## src/rtl/uart_rx_pkg.sv

```systemverilog
// Shared definitions for the UART receive front end.
// Contents:
//   rx_state_e  - receiver FSM state encoding
//   DATA_BITS   - data bits per frame (8)
//   STOP_BITS   - stop bits per frame (1)
//   calc_div    - clocks per bit, integer-truncated clk_freq / baud
//   calc_half   - clocks per half bit, used to centre the start-bit sample
`timescale 1ns/1ps
package uart_rx_pkg;

  typedef enum logic [1:0] {
    S_IDLE,
    S_START,
    S_DATA,
    S_STOP
  } rx_state_e;

  localparam int unsigned DATA_BITS = 8;
  localparam int unsigned STOP_BITS = 1;

  function automatic int unsigned calc_div(input int unsigned clk_freq,
                                           input int unsigned baud);
    return clk_freq / baud;
  endfunction

  function automatic int unsigned calc_half(input int unsigned clk_freq,
                                            input int unsigned baud);
    return calc_div(clk_freq, baud) / 2;
  endfunction

endpackage

```

## src/rtl/sync_fifo.sv

```systemverilog
// Single-clock circular FIFO for the received bytes.
// Ports:
//   clk, rst          - clock, asynchronous active-low reset
//   i_push, i_din     - write request and data
//   i_pop             - read request (ignored when empty)
//   o_dout            - head entry, combinational; 0 while empty
//   o_full, o_empty   - occupancy flags
//   o_count           - entries stored, 0..2^addr_w
// A push while full is accepted only if a pop happens in the same cycle.
`timescale 1ns/1ps
module sync_fifo #(
  parameter int unsigned addr_w = 4,
  parameter int unsigned data_w = 8
) (
  input  logic              clk,
  input  logic              rst,
  input  logic              i_push,
  input  logic [data_w-1:0] i_din,
  input  logic              i_pop,
  output logic [data_w-1:0] o_dout,
  output logic              o_full,
  output logic              o_empty,
  output logic [addr_w:0]   o_count
);

  localparam int unsigned DEPTH = 1 << addr_w;

  logic [data_w-1:0] r_mem [DEPTH];
  logic [addr_w-1:0] r_wr_ptr;
  logic [addr_w-1:0] r_rd_ptr;
  logic [addr_w:0]   r_count;
  logic              w_pop_ok;
  logic              w_push_ok;

  assign o_full    = (r_count == (addr_w + 1)'(DEPTH));
  assign o_empty   = (r_count == '0);
  assign o_count   = r_count;
  assign w_pop_ok  = i_pop & ~o_empty;
  // A pop in the same cycle frees the slot, so a full FIFO still accepts.
  assign w_push_ok = i_push & (~o_full | w_pop_ok);
  assign o_dout    = o_empty ? '0 : r_mem[r_rd_ptr];

  // NOTE: the storage array has no reset; entries are only read after
  // being written, and leaving it unreset lets it map onto plain RAM.
  always_ff @(posedge clk) begin
    if (w_push_ok) r_mem[r_wr_ptr] <= i_din;
  end

  // NOTE: sequential state uses non-blocking assignments so every flop
  // samples pre-edge values regardless of statement order.
  always_ff @(posedge clk or negedge rst) begin
    if (!rst) begin
      r_wr_ptr <= '0;
      r_rd_ptr <= '0;
      r_count  <= '0;
    end else begin
      if (w_push_ok) r_wr_ptr <= r_wr_ptr + 1'b1;
      if (w_pop_ok)  r_rd_ptr <= r_rd_ptr + 1'b1;
      case ({w_push_ok, w_pop_ok})
        2'b10:   r_count <= r_count + 1'b1;
        2'b01:   r_count <= r_count - 1'b1;
        default: r_count <= r_count;
      endcase
    end
  end

endmodule

```

## src/rtl/uart_rx_fifo.sv

```systemverilog
// 8N1 UART receiver with a byte FIFO and sticky error flags.
// Ports:
//   clk, rst   - system clock, asynchronous active-low reset
//   uart_rxd   - asynchronous serial input, idle high
//   rx_data    - FIFO head byte (0 while empty)
//   rx_avail   - FIFO not empty
//   rx_ack     - pop head byte; ignored when empty
//   rx_count   - bytes stored
//   overrun    - sticky: good byte dropped on a full FIFO
//   frame_err  - sticky: stop bit sampled low
//   err_clr    - pulse clearing both sticky flags (a same-cycle set wins)
`timescale 1ns/1ps
module uart_rx_fifo
  import uart_rx_pkg::*;
#(
  parameter int unsigned clk_freq       = 50_000_000,
  parameter int unsigned uart_baud_rate = 115_200,
  parameter int unsigned addr_w         = 4
) (
  input  logic            clk,
  input  logic            rst,
  input  logic            uart_rxd,
  output logic [7:0]      rx_data,
  output logic            rx_avail,
  input  logic            rx_ack,
  output logic [addr_w:0] rx_count,
  output logic            overrun,
  output logic            frame_err,
  input  logic            err_clr
);

  localparam int unsigned DIV  = calc_div(clk_freq, uart_baud_rate);
  localparam int unsigned HALF = calc_half(clk_freq, uart_baud_rate);
  localparam int unsigned TW   = $clog2(DIV);
  localparam int unsigned BW   = $clog2(DATA_BITS);

  localparam logic [TW-1:0] DIV_M1   = TW'(DIV - 1);
  localparam logic [TW-1:0] HALF_M1  = TW'(HALF - 1);
  localparam logic [BW-1:0] BIT_LAST = BW'(DATA_BITS - 1);

  logic [1:0]           r_sync;
  logic                 w_rxs;
  rx_state_e            r_state,  w_state_n;
  logic [TW-1:0]        r_timer,  w_timer_n;
  logic [BW-1:0]        r_bit,    w_bit_n;
  logic [DATA_BITS-1:0] r_shift,  w_shift_n;
  logic                 r_brk,    w_brk_n;
  logic                 w_push;
  logic                 w_ferr_evt;
  logic                 w_full;
  logic                 w_empty;
  logic                 w_drop;

  // Two-flop synchroniser; resets to the idle line level.
  always_ff @(posedge clk or negedge rst) begin
    if (!rst) r_sync <= 2'b11;
    else      r_sync <= {r_sync[0], uart_rxd};
  end
  assign w_rxs = r_sync[1];

  always_ff @(posedge clk or negedge rst) begin
    if (!rst) begin
      r_state <= S_IDLE;
      r_timer <= '0;
      r_bit   <= '0;
      r_shift <= '0;
      r_brk   <= 1'b0;
    end else begin
      r_state <= w_state_n;
      r_timer <= w_timer_n;
      r_bit   <= w_bit_n;
      r_shift <= w_shift_n;
      r_brk   <= w_brk_n;
    end
  end

  // NOTE: every output of this block is given a default first, so no path
  // leaves a signal unassigned and no latch is inferred.
  always_comb begin
    w_state_n  = r_state;
    w_timer_n  = r_timer + TW'(1);
    w_bit_n    = r_bit;
    w_shift_n  = r_shift;
    w_brk_n    = r_brk;
    w_push     = 1'b0;
    w_ferr_evt = 1'b0;
    case (r_state)
      S_IDLE: begin
        w_timer_n = '0;
        if (!w_rxs) w_state_n = S_START;
      end
      S_START: begin
        // Re-check the line mid start bit to reject glitches.
        if (r_timer == HALF_M1) begin
          w_timer_n = '0;
          if (!w_rxs) begin
            w_state_n = S_DATA;
            w_bit_n   = '0;
          end else begin
            w_state_n = S_IDLE;
          end
        end
      end
      S_DATA: begin
        if (r_timer == DIV_M1) begin
          w_timer_n = '0;
          w_shift_n = {w_rxs, r_shift[DATA_BITS-1:1]};   // LSB first
          if (r_bit == BIT_LAST) w_state_n = S_STOP;
          else                   w_bit_n   = r_bit + 1'b1;
        end
      end
      S_STOP: begin
        if (r_brk) begin
          // Hold here through a break so it raises only one error.
          w_timer_n = r_timer;
          if (w_rxs) begin
            w_brk_n   = 1'b0;
            w_state_n = S_IDLE;
          end
        end else if (r_timer == DIV_M1) begin
          w_timer_n = '0;
          if (w_rxs) begin
            w_push    = 1'b1;
            w_state_n = S_IDLE;
          end else begin
            w_ferr_evt = 1'b1;
            w_brk_n    = 1'b1;
          end
        end
      end
      default: w_state_n = S_IDLE;
    endcase
  end

  sync_fifo #(
    .addr_w (addr_w),
    .data_w (DATA_BITS)
  ) u_fifo (
    .clk     (clk),
    .rst     (rst),
    .i_push  (w_push),
    .i_din   (r_shift),
    .i_pop   (rx_ack),
    .o_dout  (rx_data),
    .o_full  (w_full),
    .o_empty (w_empty),
    .o_count (rx_count)
  );

  assign rx_avail = ~w_empty;
  // When full the FIFO is non-empty, so rx_ack alone decides whether a pop
  // makes room for the incoming byte.
  assign w_drop   = w_push & w_full & ~rx_ack;

  always_ff @(posedge clk or negedge rst) begin
    if (!rst) begin
      overrun   <= 1'b0;
      frame_err <= 1'b0;
    end else begin
      overrun   <= w_drop     | (overrun   & ~err_clr);
      frame_err <= w_ferr_evt | (frame_err & ~err_clr);
    end
  end

endmodule

```

## config.mk

```make
export PLATFORM = sky130hd
export DESIGN_NAME = uart_rx_fifo
export DESIGN_NICKNAME = d
export VERILOG_FILES = /design/src/rtl/uart_rx_pkg.sv /design/src/rtl/sync_fifo.sv /design/src/rtl/uart_rx_fifo.sv
export SDC_FILE = /design/constraint.sdc
export NUM_CORES = 1
export LEC_CHECK = 0
export ABC_AREA = 0
export BUFFER_PORTS_ARGS = -buffer_cell sky130_fd_sc_hd__buf_2
export CAP_MARGIN = 20
export CORE_ASPECT_RATIO = 1.1
export CORE_MARGIN = 5
export CORE_UTILIZATION = 45
export CTS_CLUSTER_SIZE = 20
export DETAILED_ROUTE_END_ITERATION = 12
export PLACE_DENSITY = 0.63
export SYNTH_ARGS = -nofsm -noshare
export SYNTH_HDL_FRONTEND = slang
export SYNTH_HIERARCHICAL = 1
export SYNTH_SLANG_ARGS = --single-unit
```

## constraint.sdc

```tcl
create_clock -name clk -period 3 [get_ports clk]
set_input_delay 0.45 -clock clk [delete_from_list [all_inputs] [get_ports clk]]
set_output_delay 0.45 -clock clk [all_outputs]
set_load 0.01 [all_outputs]
```

## Word level (Yosys, flattened, before mapping)

Memory sizes are Yosys's and may differ from the RTL's.
Index checks and enable logic that the tools add are counted.

- Flip-flop bits (word level): 40
- Memory bits (writable): 128
- Input bits: 5
- Logic and storage cells: 86
- Memories: 1

Memories:

| memory | depth | bits a word | read ports | clocked after memory_dff | wr ports | line | source |
|---|---|---|---|---|---|---|---|
| u_fifo.r_mem | 16 | 8 | 1 | 0 | 1 | sync_fifo.sv:28 | `logic [data_w-1:0] r_mem [DEPTH];` |

- $add $sub $neg: 6
- Equality and inequality tests: 17
- Multiplexer cells: 31
- Bitwise operators: 13
- Reductions and logical operators: 7

Operator list:

| cell | number |
|---|---|
| 9-bit one-hot mux with 4 select lines | 1 |
| 9-bit 2-to-1 mux | 3 |
| 2-bit 2-to-1 mux | 8 |
| 2-bit inequality test (second input constant) | 7 |
| 3-bit 2-to-1 mux | 4 |
| 1-bit 2-to-1 mux | 11 |
| 5-bit one-hot mux with 2 select lines | 1 |
| 5-bit AND reduction | 2 |
| 9-bit by 1-bit adder with 9-bit output (second input constant) | 1 |
| 9-bit by 8-bit == test with 1-bit output (second input constant) | 1 |
| 9-bit == test (second input constant) | 1 |
| 4-bit by 1-bit adder with 4-bit output (second input constant) | 2 |
| 8-bit 2-to-1 mux | 1 |
| 2-bit one-hot mux with 4 select lines | 1 |
| 1-bit AND | 6 |
| 2-bit == test (second input constant) | 3 |
| 3-bit one-hot mux with 2 select lines | 1 |
| 5-bit by 1-bit adder with 5-bit output (second input constant) | 1 |
| 5-bit == test (second input constant) | 1 |
| 5-bit logical NOT | 1 |
| 5-bit by 1-bit subtractor with 5-bit output (second input constant) | 1 |
| 2-bit by 1-bit == test with 1-bit output (second input constant) | 2 |
| 1-bit inverter | 4 |
| 2-bit nonzero test | 2 |
| other kinds (6) | 8 |

## Depth between registers and ports, before layout

- Word-level depth: 7
- Mapped depth: 13

## By module

Netlist, hierarchy kept.

Modules (own cells, without submodules):

| module | instances | cells an instance | area each (µm²) | sequential area each (µm²) |
|---|---|---|---|---|
| sync_fifo | 1 | 302 | 5878.1 | 4169.0 |
| uart_rx_fifo | 1 | 128 | 1435.1 | 678.2 |

## Worst setup path before layout

Ideal clock, no wire load.

- Kind: register to register
- From: reg r_timer[1]
- To: mem u_fifo.r_mem[3][0] (enable)
- Library setup time: 0.395 ns
- Data arrival time: 2.278 ns
- Data required time: 2.605 ns
- Slack: 0.328 ns
- Stages on the path, launching flop included: 8
- Path buffers: 0
- Period minus slack after synthesis: 2.672 ns
- Cell sequence: dfrtp_1 -> inv_1 -> ha_1 -> nand4b_1 -> nor2_4 -> and3_1 -> o21ai_2 -> nor4_1

- Word-level cells in the longest chain between the ends: 7

RTL lines:

| item | line | source |
|---|---|---|
| from (decl) | uart_rx_fifo.sv:44 | `logic [TW-1:0] r_timer, w_timer_n;` |
| from (signal assigned) | uart_rx_fifo.sv:70 | `r_timer <= w_timer_n;` |
| 9-bit == test | uart_rx_fifo.sv:120 | `end else if (r_timer == DIV_M1) begin` |
| 1-bit 2-to-1 mux | uart_rx_fifo.sv:120 |  |
| 1-bit 2-to-1 mux | uart_rx_fifo.sv:113 | `if (r_brk) begin` |
| 1-bit 2-to-1 mux | uart_rx_fifo.sv:87 | `case (r_state)` |
| net w_push | uart_rx_fifo.sv:48 | `logic w_push;` |
| 1-bit AND | sync_fifo.sv:40 | `assign w_push_ok = i_push & (~o_full \| w_pop_ok);` |
| 1-bit 2-to-1 mux | sync_fifo.sv:46 | `if (w_push_ok) r_mem[r_wr_ptr] <= i_din;` |
| 1-bit 2-to-1 mux (implied by the code) | sync_fifo.sv:46 |  |
| to (decl) | sync_fifo.sv:28 |  |

The timed path passes the listed nets, and every way through them passes these cells.

## Worst setup path after layout

- From: reg u_fifo.r_rd_ptr[1]
- To: out rx_data[4]

- Word-level cells in the longest chain between the ends: 2

RTL lines:

| item | line | source |
|---|---|---|
| from (decl) | sync_fifo.sv:30 | `logic [addr_w-1:0] r_rd_ptr;` |
| from (signal assigned) | sync_fifo.sv:58 | `if (w_pop_ok) r_rd_ptr <= r_rd_ptr + 1'b1;` |
| memory read 16 x 8 bit | - |  |
| 8-bit 2-to-1 mux | sync_fifo.sv:41 | `assign o_dout = o_empty ? '0 : r_mem[r_rd_ptr];` |
| to (decl) | uart_rx_fifo.sv:23 | `output logic [7:0] rx_data,` |

No other way between the ends.

==> impl_metrics.tcl <==
set metrics [dict create \
    slowest_delay_ns 0.62 \
    gr-total-overflow 0 \
    hold_viol 0 \
    r2r_cells 13 \
    postCtsHoldBufs 0 \
    multi_input_area_um2 2292 \
    tightestPinTransition_ns 0.8899 \
    vdd_drop_max_mv 0.4336 \
    slowest_stage "dfrtp_4" \
    reg2reg_slack_ns 0.26 \
    path_depth 5 \
    grt_max_degree 41 \
    fmax_ghz 0.3493 \
    synth_mux_area_share_pct 13.81 \
    htree_levels 4 \
    setup_violations 0 \
    timing.rr.start "r_timer[1]$_DFFE_PN0P_" \
    ys_seq_area_share_pct 66.28 \
    cp_data_required_time_ns 2.55 \
    routed_wl_um 13790 \
    fin_worst_skew_ns 0.007961 \
    synth_cell_types 62 \
    ios 21 \
    syn_area_per_cell_um2 17.01 \
    io_buffers 20 \
    start_util_pct 46.13 \
    synthesis.area_um2 7313 \
    synth_top_family_by_area "multiplexers" \
    drive_gt1_share_pct 24.84 \
    diodes 0 \
    synthSimpleGateAreaFrac_pct 7.117 \
    clk_pin_slew_worst_paths_ns 0.06 \
    place_congestion 0.8230 \
    drtIter0Drc 214 \
    antenna_found_initial 0 \
    rows 48 \
    path_common_cell "a211oi_1" \
    numCtsBuffers 17 \
    antenna_left 0 \
    fin_total_pwr_mw 5.770 \
    p_leak_nw 3.272 \
    grt_usage_pct 15.36 \
    drv_cap 0 \
    die_y_um 143.7 \
    first_global_vias 4016 \
    drt-pass1-iter-count 4 \
    final_area_um2 8212 \
    synth_edf_count 128 \
    synth_cells 430 \
    setup-tns-final_ns 0 \
    ys_ff_latch 168 \
    period_share_pct 95.44 \
    dieArea_um2 18900 \
    seq_area_um2 4851 \
    cp-endpoint "rx_data[4]" \
    avgViaCountPerCell 5.660 \
    drc_errors 0 \
    post_cts_resized 1 \
    cts_sinks 168 \
    synth-compound-area-share_pct 6.724 \
    ys.flop_type "edfxtp_1" \
    status "completed" \
    crit_start "u_fifo/r_rd_ptr[1]$_DFFE_PN0N_" \
    core_area_um2 15860 \
    die_w_um 131.6 \
    syn2layout_area_growth_pct 12.28 \
    postCtsSetupBuffers 0 \
    fillers 1312 \
    cp_max_fo 18 \
    worst-path-buf-inv 1 \
    synthesis.nets 449 \
    maxSlewViolCount 0 \
    dpl_cell_area_um2 7671 \
    yosys_warnings 6 \
    slew_headroom_pct 40.67 \
    cts_tree "built" \
    crit_type "reg2out" \
    num_vias 3843 \
    dp_hpwl_um 9212 \
    crit_family "flip-flops" \
    powerDensity_nw_per_um2 702.7 \
    async_flop_share_pct 23.81 \
    insertion_delay_ns 0.42 \
    clockBufferDepth 2 \
    r2r_end "u_fifo/o_count[4]$_DFFE_PN0P_" \
    synth_xor_area_share_pct 1.198 \
    endpoint_kind "primary output" \
    routedWlPerCell_um 20.30 \
    rsz0062_at_grt "false" \
    grt_pass1_wl_um 22220 \
    nNetsFinal 485 \
    min_period_ns 2.863 \
    arrival_ns 2.41 \
    synth_fa_ha_area_share_pct 2.498 \
    crit_chain "mux4_1 -> nor2b_1 -> a211oi_1 -> a211oi_1 -> buf_2" \
    hold_path_class "in2reg" \
    start_kind "flip-flop" \
    ctsRootBufferMaster "clkbuf_16" \
]
worst register-to-register path, cell delays in order (launching register included):
cell and delay, ns:
dfrtp_1 0.40, inv_1 0.10, ha_1 0.15, nand4b_1 0.20, nor2_4 0.24, and3_1 0.23
inv_1 0.08, nand2b_1 0.11, inv_1 0.09, ha_1 0.34, nand2b_1 0.09, a2111o_1 0.38
o211ai_1 0.10, o211ai_1 0.10
synth_stat cells, types with 3 or more instances:
library cell | n | share of area, %
edfxtp_1 | 128 | 53
dfrtp_1 | 38 | 13
mux4_2 | 28 | 8.6
nand2_1 | 20 | 1.0
inv_1 | 18 | 0.92
a211oi_1 | 16 | 1.6
ha_1 | 13 | 2.2
mux2i_1 | 12 | 1.6
nor2_1 | 11 | 0.56
and2_1 | 10 | 0.86
nor2b_1 | 10 | 0.86
mux2_2 | 8 | 1.2
o211ai_1 | 8 | 0.82
xnor2_1 | 8 | 0.96
o21ai_0 | 7 | 0.48
buf_2 | 6 | 0.41
nand3_1 | 6 | 0.41
nor4_1 | 6 | 0.51
nand2b_1 | 5 | 0.43
buf_4 | 4 | 0.41
clkbuf_1 | 4 | 0.21
mux4_1 | 4 | 1.4
o21ai_2 | 4 | 0.48
mux2_1 | 3 | 0.46
nor3b_1 | 3 | 0.31
o22ai_1 | 3 | 0.26
o311ai_1 | 3 | 0.36
per-layer routing:
layer | vias to the layer above | GRT usage [%] | share of wire (%)
met3 | 8 | 3.887 | 5.8
met5 | - | 0 | 0
met1 | 1974 | 19.98 | 44
met2 | 93 | 25.75 | 50
li1 | 1768 | - | -
met4 | 0 | 4.710 | 0.97
stage by stage:
| stage | setup slack [ns] | hold WS (ns) | instances | util (%) |
|---|---|---|---|---|
| finish | 0.1369 | 0.1294 | 679 | 51.79 |
| global route | 0.01693 | 0.1109 | 679 | 51.79 |
| CTS | 0.07719 | 0.1098 | 679 | 51.79 |
| detailed placement | 0.2521 | 0.3494 | 647 | 48.38 |
| global placement | 0.3145 | 0.3467 | 647 | 48.38 |
| floorplan | 0.3276 | 0.1544 | 430 | - |
report_power, final:
| part | internal (mW) | total (mW) | switching (mW) |
|---|---|---|---|
| logic | 0.506 | 1.07 | 0.562 |
| clock network | 1.12 | 1.97 | 0.848 |
| registers | 2.55 | 2.73 | 0.183 |
| total | 4.18 | 5.77 | 1.59 |
how the worst min path moves through the flow:
stage | cells past startpoint | slack (ns) | from | to
after floorplan | 0 | 0.15 | rst | asynchronous set/reset pin
after global placement | 0 | 0.35 | r_sync[0]$_DFF_PN1_ | r_sync[1]$_DFF_PN1_
after detailed placement | 0 | 0.35 | r_sync[0]$_DFF_PN1_ | r_sync[1]$_DFF_PN1_
after CTS | 1 | 0.11 | uart_rxd | r_sync[0]$_DFF_PN1_
after global routing | 1 | 0.11 | uart_rxd | r_sync[0]$_DFF_PN1_
final | 1 | 0.13 | uart_rxd | r_sync[0]$_DFF_PN1_
final cells by class:
class	count	area share, %
clock buffers	17	5.181
clock inverters	15	1.371
inverters	18	0.8228
multi-input cells	226	27.91
flip-flops and latches	168	59.07
well taps	200	3.047
repair buffers	35	2.590
cells in the final DEF, fill, tap and decap left out, types with 5 or more instances in the layout:
cell | netlist | final
dfrtp_1 | 38 | 37
buf_2 | 6 | 20
edfxtp_1 | 128 | 128
nand3_1 | 6 | 6
nor2b_1 | 10 | 10
o211ai_1 | 8 | 8
and2_1 | 10 | 10
a211oi_1 | 16 | 16
clkbuf_16 | 0 | 17
mux2_2 | 8 | 8
clkinv_1 | 0 | 5
nand2b_1 | 5 | 5
ha_1 | 13 | 13
nor2_1 | 11 | 11
inv_1 | 18 | 18
nand2_1 | 20 | 20
o21ai_0 | 7 | 7
mux2i_1 | 12 | 12
xnor2_1 | 8 | 8
mux4_2 | 28 | 28
buf_4 | 4 | 15
nor4_1 | 6 | 6
kinds of logic after synthesis:
family | count (synthesis)
AO/OA/AOI/OAI | 59
XOR/XNOR | 10
adder cells (fa/ha/maj) | 14
buffers and inverters | 36
flip-flops | 168
multiplexers | 57
AND/OR/NAND/NOR | 86
state kept, by name (all words and copies together) (netlist names), named ones only:
| register | count |
|---|---|
| u_fifo/r_wr_ptr | 4 |
| r_shift | 8 |
| u_fifo/r_rd_ptr | 4 |
| u_fifo/o_count | 5 |
| r_sync | 2 |
| u_fifo/r_mem | 128 |
| r_brk | 1 |
| overrun | 1 |
| r_state | 1 |
| r_timer | 9 |
| r_bit | 3 |
| frame_err | 1 |
Power figures use the tool's default switching activity.
